==> src/rtl/pia_bus_pkg.sv <==
// Shared types and encodings for the PIA bus master.
package pia_bus_pkg;

  typedef enum logic [2:0] {
    ST_IDLE,
    ST_SETUP,
    ST_STROBE,
    ST_HOLD,
    ST_RESP
  } state_t;

  // PIA register select encodings
  localparam logic [1:0] RS_PA_DDRA = 2'b00;
  localparam logic [1:0] RS_CRA     = 2'b01;
  localparam logic [1:0] RS_PB_DDRB = 2'b10;
  localparam logic [1:0] RS_CRB     = 2'b11;

  // Chip-select patterns {cs2_n, cs1, cs0}
  localparam logic [2:0] CS_SELECT = 3'b011;
  localparam logic [2:0] CS_IDLE   = 3'b100;

  // Response source, one-hot
  localparam logic [1:0] RSP_SRC_CMD = 2'b00;
  localparam logic [1:0] RSP_SRC_A   = 2'b01;
  localparam logic [1:0] RSP_SRC_B   = 2'b10;

  // Counter reload value for a phase lasting n cycles (n in 1..15)
  function automatic logic [3:0] cyc_load(input int unsigned n);
    return 4'(n - 1);
  endfunction

endpackage

==> src/rtl/pia_bus_if.sv <==
// PIA-side bus pins: strobe/select/data towards the PIA, data and IRQs back.
interface pia_bus_if;
  logic [2:0] pia_cs;
  logic [1:0] pia_rs;
  logic       pia_rw;
  logic       pia_enable;
  logic [7:0] pia_di;
  logic [7:0] pia_do;
  logic       pia_irqa_n;
  logic       pia_irqb_n;

  modport master (
    output pia_cs, pia_rs, pia_rw, pia_enable, pia_di,
    input  pia_do, pia_irqa_n, pia_irqb_n
  );

  modport slave (
    input  pia_cs, pia_rs, pia_rw, pia_enable, pia_di,
    output pia_do, pia_irqa_n, pia_irqb_n
  );
endinterface

==> src/rtl/pia_irq_sync.sv <==
// Double-flop synchroniser for the two PIA IRQ lines plus a short blackout
// window after an acknowledge, so a just-released line still in the
// synchroniser cannot start a second acknowledge.
module pia_irq_sync (
  input  logic       clk,
  input  logic       reset_n,
  input  logic [1:0] irq_n_in,     // {irqb_n, irqa_n}, asynchronous
  input  logic       ack_done,     // acknowledge response handshake
  output logic [1:0] irq_pending,  // synchronised, active-high
  output logic       irq_block
);

  logic [1:0] meta_q, meta_d;
  logic [1:0] sync_q, sync_d;
  logic [1:0] blk_q,  blk_d;

  // Next-state for synchroniser stages and blackout countdown
  always_comb begin
    meta_d = irq_n_in;
    sync_d = meta_q;
    blk_d  = blk_q;
    if (ack_done)
      blk_d = 2'd3;
    else if (blk_q != 2'd0)
      blk_d = blk_q - 2'd1;
  end

  // Registers; IRQ lines reset to their inactive (high) level
  always_ff @(posedge clk or negedge reset_n) begin
    if (!reset_n) begin
      meta_q <= '1;
      sync_q <= '1;
      blk_q  <= '0;
    end else begin
      meta_q <= meta_d;
      sync_q <= sync_d;
      blk_q  <= blk_d;
    end
  end

  assign irq_pending = ~sync_q;
  assign irq_block   = (blk_q != 2'd0);

endmodule

==> src/rtl/pia_bus_master.sv <==
// Bus initiator for an MC6820-style PIA: sequences CS/RS/rw/enable cycles
// from a valid/ready command stream and returns read data as responses.
// Optional feature macro: PIA_BUS_IRQ_ACK_EN (autonomous IRQ acknowledge
// reads of port A/B).
module pia_bus_master
  import pia_bus_pkg::*;
#(
  parameter int unsigned SETUP_CYC  = 1,
  parameter int unsigned ENABLE_CYC = 2
) (
  input  logic       clk,
  input  logic       reset_n,
  input  logic       cmd_valid,
  output logic       cmd_ready,
  input  logic       cmd_rw,
  input  logic [1:0] cmd_rs,
  input  logic [7:0] cmd_wdata,
  output logic       rsp_valid,
  input  logic       rsp_ready,
  output logic [7:0] rsp_rdata,
  output logic [1:0] rsp_irq,
  output logic [1:0] irq_pending,
  output logic       busy,
  pia_bus_if.master  pia
);

  state_t     state_q, state_d;
  logic [3:0] cnt_q,   cnt_d;
  logic [2:0] cs_q,    cs_d;
  logic [1:0] rs_q,    rs_d;
  logic       rw_q,    rw_d;
  logic       en_q,    en_d;
  logic [7:0] di_q,    di_d;
  logic [7:0] rdata_q, rdata_d;
  logic [1:0] src_q,   src_d;

  logic irq_block;
  logic irq_start;
  logic ack_done;

  pia_irq_sync u_irq_sync (
    .clk         (clk),
    .reset_n     (reset_n),
    .irq_n_in    ({pia.pia_irqb_n, pia.pia_irqa_n}),
    .ack_done    (ack_done),
    .irq_pending (irq_pending),
    .irq_block   (irq_block)
  );

`ifdef PIA_BUS_IRQ_ACK_EN
  logic irq_sel_b;
  assign irq_start = (state_q == ST_IDLE) && !irq_block && (irq_pending != 2'b00);
  assign irq_sel_b = !irq_pending[0];  // A has priority over B
  assign ack_done  = (state_q == ST_RESP) && rsp_ready && (src_q != RSP_SRC_CMD);
`else
  // No autonomous cycles; the blackout never arms since ack_done stays low.
  assign irq_start = irq_block & 1'b0;
  assign ack_done  = 1'b0;
`endif

  assign cmd_ready = reset_n && (state_q == ST_IDLE) && !irq_start;
  assign rsp_valid = (state_q == ST_RESP);
  assign rsp_rdata = rdata_q;
  assign rsp_irq   = src_q;
  assign busy      = (state_q != ST_IDLE);

  assign pia.pia_cs     = cs_q;
  assign pia.pia_rs     = rs_q;
  assign pia.pia_rw     = rw_q;
  assign pia.pia_enable = en_q;
  assign pia.pia_di     = di_q;

  // Next-state and registered-pin logic; counter reloads on each state
  // entry and otherwise counts down, saturating at zero.
  always_comb begin
    state_d = state_q;
    cnt_d   = (cnt_q != 4'd0) ? cnt_q - 4'd1 : cnt_q;
    cs_d    = cs_q;
    rs_d    = rs_q;
    rw_d    = rw_q;
    en_d    = en_q;
    di_d    = di_q;
    rdata_d = rdata_q;
    src_d   = src_q;

    unique case (state_q)
      ST_IDLE: begin
        if (irq_start) begin
          state_d = ST_SETUP;
          cnt_d   = cyc_load(SETUP_CYC);
          cs_d    = CS_SELECT;
          rw_d    = 1'b1;
          di_d    = '0;
`ifdef PIA_BUS_IRQ_ACK_EN
          rs_d    = irq_sel_b ? RS_PB_DDRB : RS_PA_DDRA;
          src_d   = irq_sel_b ? RSP_SRC_B : RSP_SRC_A;
`endif
        end else if (cmd_valid && cmd_ready) begin
          state_d = ST_SETUP;
          cnt_d   = cyc_load(SETUP_CYC);
          cs_d    = CS_SELECT;
          rs_d    = cmd_rs;
          rw_d    = cmd_rw;
          di_d    = cmd_wdata;
          src_d   = RSP_SRC_CMD;
        end
      end
      ST_SETUP: begin
        if (cnt_q == 4'd0) begin
          state_d = ST_STROBE;
          cnt_d   = cyc_load(ENABLE_CYC);
          en_d    = 1'b1;
        end
      end
      ST_STROBE: begin
        if (cnt_q == 4'd0) begin
          state_d = ST_HOLD;
          cnt_d   = '0;
          en_d    = 1'b0;
        end
      end
      ST_HOLD: begin
        state_d = ST_RESP;
        cnt_d   = '0;
        cs_d    = CS_IDLE;
        rdata_d = rw_q ? pia.pia_do : 8'h00;
      end
      ST_RESP: begin
        if (rsp_ready) begin
          state_d = ST_IDLE;
          cnt_d   = '0;
        end
      end
      default: state_d = ST_IDLE;
    endcase
  end

  // State and output registers
  always_ff @(posedge clk or negedge reset_n) begin
    if (!reset_n) begin
      state_q <= ST_IDLE;
      cnt_q   <= '0;
      cs_q    <= CS_IDLE;
      rs_q    <= '0;
      rw_q    <= 1'b1;
      en_q    <= 1'b0;
      di_q    <= '0;
      rdata_q <= '0;
      src_q   <= RSP_SRC_CMD;
    end else begin
      state_q <= state_d;
      cnt_q   <= cnt_d;
      cs_q    <= cs_d;
      rs_q    <= rs_d;
      rw_q    <= rw_d;
      en_q    <= en_d;
      di_q    <= di_d;
      rdata_q <= rdata_d;
      src_q   <= src_d;
    end
  end

endmodule

==> src/flat_wrapper.sv <==
// flat-port wrapper written by rule: the top's interface ports become plain ports
module pia_bus_master_flat import pia_bus_pkg::*;
#(
  parameter int unsigned SETUP_CYC  = 1,
  parameter int unsigned ENABLE_CYC = 2
)
  (clk, reset_n, cmd_valid, cmd_ready, cmd_rw, cmd_rs, cmd_wdata, rsp_valid, rsp_ready, rsp_rdata, rsp_irq, irq_pending, busy, pia_pia_cs, pia_pia_rs, pia_pia_rw, pia_pia_enable, pia_pia_di, pia_pia_do, pia_pia_irqa_n, pia_pia_irqb_n);
  pia_bus_if pia_i ();
  input  logic clk;
  input  logic reset_n;
  input  logic cmd_valid;
  output logic cmd_ready;
  input  logic cmd_rw;
  input  logic [1:0] cmd_rs;
  input  logic [7:0] cmd_wdata;
  output logic rsp_valid;
  input  logic rsp_ready;
  output logic [7:0] rsp_rdata;
  output logic [1:0] rsp_irq;
  output logic [1:0] irq_pending;
  output logic busy;
  output wire logic [$bits(pia_i.pia_cs)-1:0] pia_pia_cs;
  output wire logic [$bits(pia_i.pia_rs)-1:0] pia_pia_rs;
  output wire logic [$bits(pia_i.pia_rw)-1:0] pia_pia_rw;
  output wire logic [$bits(pia_i.pia_enable)-1:0] pia_pia_enable;
  output wire logic [$bits(pia_i.pia_di)-1:0] pia_pia_di;
  input wire logic [$bits(pia_i.pia_do)-1:0] pia_pia_do;
  input wire logic [$bits(pia_i.pia_irqa_n)-1:0] pia_pia_irqa_n;
  input wire logic [$bits(pia_i.pia_irqb_n)-1:0] pia_pia_irqb_n;
  assign pia_pia_cs = pia_i.pia_cs;
  assign pia_pia_rs = pia_i.pia_rs;
  assign pia_pia_rw = pia_i.pia_rw;
  assign pia_pia_enable = pia_i.pia_enable;
  assign pia_pia_di = pia_i.pia_di;
  assign pia_i.pia_do = pia_pia_do;
  assign pia_i.pia_irqa_n = pia_pia_irqa_n;
  assign pia_i.pia_irqb_n = pia_pia_irqb_n;
  pia_bus_master #(.SETUP_CYC(SETUP_CYC), .ENABLE_CYC(ENABLE_CYC)) u_core (.clk(clk), .reset_n(reset_n), .cmd_valid(cmd_valid), .cmd_ready(cmd_ready), .cmd_rw(cmd_rw), .cmd_rs(cmd_rs), .cmd_wdata(cmd_wdata), .rsp_valid(rsp_valid), .rsp_ready(rsp_ready), .rsp_rdata(rsp_rdata), .rsp_irq(rsp_irq), .irq_pending(irq_pending), .busy(busy), .pia(pia_i));
endmodule
==> config.mk <==
export PLATFORM = sky130hd
export DESIGN_NAME = pia_bus_master_flat
export DESIGN_NICKNAME = d
export VERILOG_FILES = /design/src/rtl/pia_bus_pkg.sv /design/src/rtl/pia_bus_if.sv /design/src/rtl/pia_irq_sync.sv /design/src/rtl/pia_bus_master.sv /design/src/flat_wrapper.sv
export SDC_FILE = /design/constraint.sdc
export NUM_CORES = 1
export LEC_CHECK = 0
export CELL_PAD_IN_SITES_DETAIL_PLACEMENT = 1
export CELL_PAD_IN_SITES_GLOBAL_PLACEMENT = 2
export CORE_MARGIN = 4
export CORE_UTILIZATION = 29
export DETAILED_ROUTE_END_ITERATION = 10
export PLACE_DENSITY = 0.87
export RECOVER_POWER = 25
export SLEW_MARGIN = 20
export SYNTH_ARGS = -nofsm -noshare
export SYNTH_HDL_FRONTEND = slang
export SYNTH_SLANG_ARGS = --single-unit
==> constraint.sdc <==
create_clock -name clk -period 4.8 [get_ports clk]
set_input_delay 1.44 -clock clk [delete_from_list [all_inputs] [get_ports clk]]
set_output_delay 1.44 -clock clk [all_outputs]
set_load 0.01 [all_outputs]
Yosys cells after proc, flatten, opt, wreduce, memory -nomap -nowiden
Index checks and enable logic that the tools add are counted. W data, S select, Z words.

Bits in writable memories: 0. Memories: 0. Memory bits (read-only): 0. Register bits: 34. Latch bits: 0. Logic and storage cells: 49. Bits of input ports: 25. Output and inout port bits: 30.

Shift-type cells: 0. Eq/ne operators: 8. Reduce and logical (&&, ||, !) cells: 12. Multipliers: 0. Order comparisons: 0. Div/mod/pow operators: 0. Bitwise logic cells: 1. $add $sub $neg: 1. Multiplexer cells: 17.

Operator list (count): $mux W4 (5); $pmux W4 S5 (1); $mux W3 (5); $pmux W3 S5 (1); $mux W8 (1); $eq A3 B2 Y1 const B (2); $ne A2 B1 Y1 const B (3); $pmux W3 S2 (1); $logic_not A4 Y1 (1); $reduce_and A2 Y1 (2); $reduce_and A4 Y1 (1); $reduce_bool A2 Y1 (2); $reduce_bool A4 Y1 (1); $sub A4 B1 Y4 const B (1); $eq A3 B1 Y1 const B (1); $eq A3 B3 Y1 const B (1); $logic_not A3 Y1 (1); $reduce_and A3 Y1 (1); $reduce_bool A3 Y1 (1); $logic_and A1 B1 Y1 (2); $mux W1 (2); $ne A2 B2 Y1 const B (1); $not A2 Y2 (1); $pmux W1 S2 (1).

Logic depth before layout (Yosys ltp)
Depth in word-level cells: 5. Gate-level depth with buffers: 8. Depth with buffers taken out: 8.

By module
A second synthesis with hierarchy kept.

Cell total of the unflattened synthesis: 143. Area total of the unflattened synthesis: 1629.1 µm².

Modules (own cells, without submodules): pia_bus_master (area each 1406.3 µm², cells an instance 126, instances 1); pia_irq_sync (area each 222.7 µm², cells an instance 17, instances 1).

Worst setup path before layout
No wires, ideal clock.

Path type: in2out. Start: input port reset_n. End: output port cmd_ready. Arrival: 1.586 ns. Stages: 1. Slack: 1.774 ns. Path buffers: 0. Data required time: 3.360 ns. Cells stage by stage: and2_1.

Word-level cells in the longest chain between the ends: 1.

RTL lines: from (decl) (line flat_wrapper.sv:10) `input logic reset_n;`; $logic_and A1 B1 Y1 (line pia_bus_master.sv:61) `assign cmd_ready = reset_n && (state_q == ST_IDLE) && !irq_start;`; to (decl) (line flat_wrapper.sv:12) `output logic cmd_ready;`.

No other way between the ends.

Final worst setup path
Same ends and word-level chain as after synthesis.

==> reports/qor.txt <==
Yosys Warn Count - 0
Worst-Margin Slew - 0.626 ns
Highest Clock Rate - 276 MHz
cells on worst reg2reg path - 8
syn_area_per_cell - 11.5 um^2
die width - 80.4 um
hold_buf cts - 0
FF/Latch Area - 833 um^2
final worst slack - 1.17 ns
clk root buf - clkbuf_8
R2R Path End - u_core.cnt_q[0]
initial antenna violation count - 0
total power - 1.37 mW
WP depth - 3
antenna cells - 0
crit share post-route - 75.5%
Routed WL - 3480 um
most frequent cell after synthesis - dfrtp_1
first-pass GRT wire length - 6020 um
critical path's top delay family - buffers and inverters
worst path bufs/invs - 2
RD Place Congestion - 0.648
Fin. Hold Viols - 0
top fanout value on the critical path - 2
Synth Cell Area - 0.00152 mm^2
register-to-register setup slack - 2.75 ns
total negative setup slack - 0 ns
cell row count - 26
top post-synthesis cells by count - 27 x dfrtp_1, 20 x nand2_1, 9 x inv_1, 9 x o21ai_0, 8 x mux2_4
reg-to-reg startpoint - u_core.cnt_q[0]
outcome - finished, final reports clean
largest area contributor in the netlist - dfrtp_1
fin crit period - 3.63 ns
worst vdd rail ir drop - 254 uV
crit end category - primary output
DP HPWL - 2660 um
# port buffers - 52
Pwr Density - 631 mW/mm^2
CTS tree - built
# clock sinks - 33
WL/cell - 13.7 um
H-tree depth - 2
cell count after synthesis - 132
maximum single-stage delay on the critical path - 0.53 ns
slew margin rel. - 58.2%
worst hold slack - 0.358 ns
IO Pins - 55
Avg Vias per Cell - 4.49
drc violations - 0
RSZ-0062 raised after global routing - no
crit path cell chain - clkbuf_1 > and2_1 > clkdlybuf4s50_1
Skew-Pair Late Insertion Delay - 0.28 ns
Overflow after GRT - 0
sequential area share after synthesis - 54.9%
core area - 0.00511 mm^2
Critical Path AT - 2.19 ns
CP max stage cell - clkdlybuf4s50_1
Req. time, crit path - 3.36 ns
EDFF count, synth - 0
Nets - 212
max-slew violations - 0
share of layout cells above drive strength 1 - 14.1%
number of max-cap violations - 0
hold path startpoint - u_core.u_irq_sync.meta_q[1]
remaining antenna violation count - 0
largest net degree at the start of global routing - 38
Distinct cells, synth - 37
post-CTS setup buffer count - 0
Initial DRT Pass Iterations - 4
Async SR Flop Fraction - 100%
clock buffer depth - 2
dominant synthesized flop cell - dfrtp_1
full die area - 0.00646 mm^2
All-Layer GR Usage - 12.1%
Worst Hold Depth - 0
area of the multi-input gates - 581 um^2
vias in the first global route - 1,304
Vias - 1,146
Lkg Pwr - 0.950 nW
Worst-path clk slew - 0.06 ns
ranking of synthesized cells by area - dfrtp_1 44%, dfstp_2 10%, mux2_4 7.9%
Die Y - 80.4 um
clock skew - 0.00619 ns
cts repair resizes - 0
post-synth top area share - 44.5%
Fillers - 575
Starting Density - 29.7%
CTS Buf Count - 5
worst hold path type - reg -> reg
#FFs+latches synth - 33
Post-Place Worst Slack - 1.18 ns
hold worst-path end - u_core.u_irq_sync.sync_q[1]
final setup violation count - 0
Area growth syn-to-layout - 43.3%
startpoint types - primary input
kind of critical path - in -> out
initial drt markers - 39
[state kept, by name, indices dropped and copies added (netlist names)]
name / count
u_core.pia.pia_di: 8
u_core.rsp_rdata: 8
u_core.cnt_q: 4
u_core.state_q: 3
u_core.pia.pia_cs: 2
u_core.pia.pia_rs: 2
u_core.u_irq_sync.meta_q: 2
u_core.u_irq_sync.sync_q: 2
u_core.pia.pia_enable: 1
u_core.pia.pia_rw: 1
[kinds of logic after synthesis]
family / after synthesis / share of synthesized area [%]
AOI/OAI and AO/OA: 25 / 10.3
adders and majority gates: 3 / 2.47
buffers and inverters: 19 / 6.42
DFF: 33 / 54.9
muxes: 12 / 10.8
other: 1 / 0.247
and+or+nand+nor: 39 / 14.9
[cell usage in the layout, fill, tap and decap left out, types with 4 or more instances in the layout]
cell             synthesis  final
clkdlybuf4s50_1          0     51
dfrtp_1                 27     27
nand2_1                 20     20
inv_1                    9      9
o21ai_0                  9      9
mux2_4                   8      8
clkbuf_8                 0      6
dfstp_2                  6      6
nor2_1                   4      4
[power by group]
part | switching, mW | leakage (nW) | internal (mW)
Clock | 0.0976 | 0.0585 | 0.169
Sequential | 0.110 | 0.401 | 0.402
Combinational | 0.242 | 0.491 | 0.353
Total | 0.449 | 0.950 | 0.924
[routing by layer]
layer  up-vias  part of all wire [%]  global-route usage (%)
met1       559                    40                    13.5
met4         0                  0.83                    2.53
met2        36                    51                    21.0
met5         -                     0                       0
met3         6                   7.6                    5.61
li1        545                     -                       -
[final cells by class]
class,count,share of cell area [%]
Multi-Input combinational cell,81,26.7
Sequential cell,33,38.3
Clock buffer,7,3.97
Inverter,10,1.72
Tap cell,70,4.02
Clock inverter,1,1.38
Timing Repair Buffer,53,24.0
[how the worst max path moves through the flow]
stage	start	endpoint	slack, ns
5_1_grt	reset_n	cmd_ready	1.13
4_1_cts	reset_n	cmd_ready	1.18
6_report	reset_n	cmd_ready	1.17
2_1_floorplan	reset_n	cmd_ready	1.77
3_5_place_dp	reset_n	cmd_ready	1.18
3_3_place_gp	reset_n	cmd_ready	1.20
[per-stage QoR]
step	cell area [um^2]	utilization, %	instances
6_report	2180	42.6	255
5_1_grt	2180	42.6	255
4_1_cts	2190	42.9	255
3_5_place_dp	2070	40.6	247
3_3_place_gp	2070	40.6	247
2_1_floorplan	1520	-	133
(Power assumes the default switching activity.)
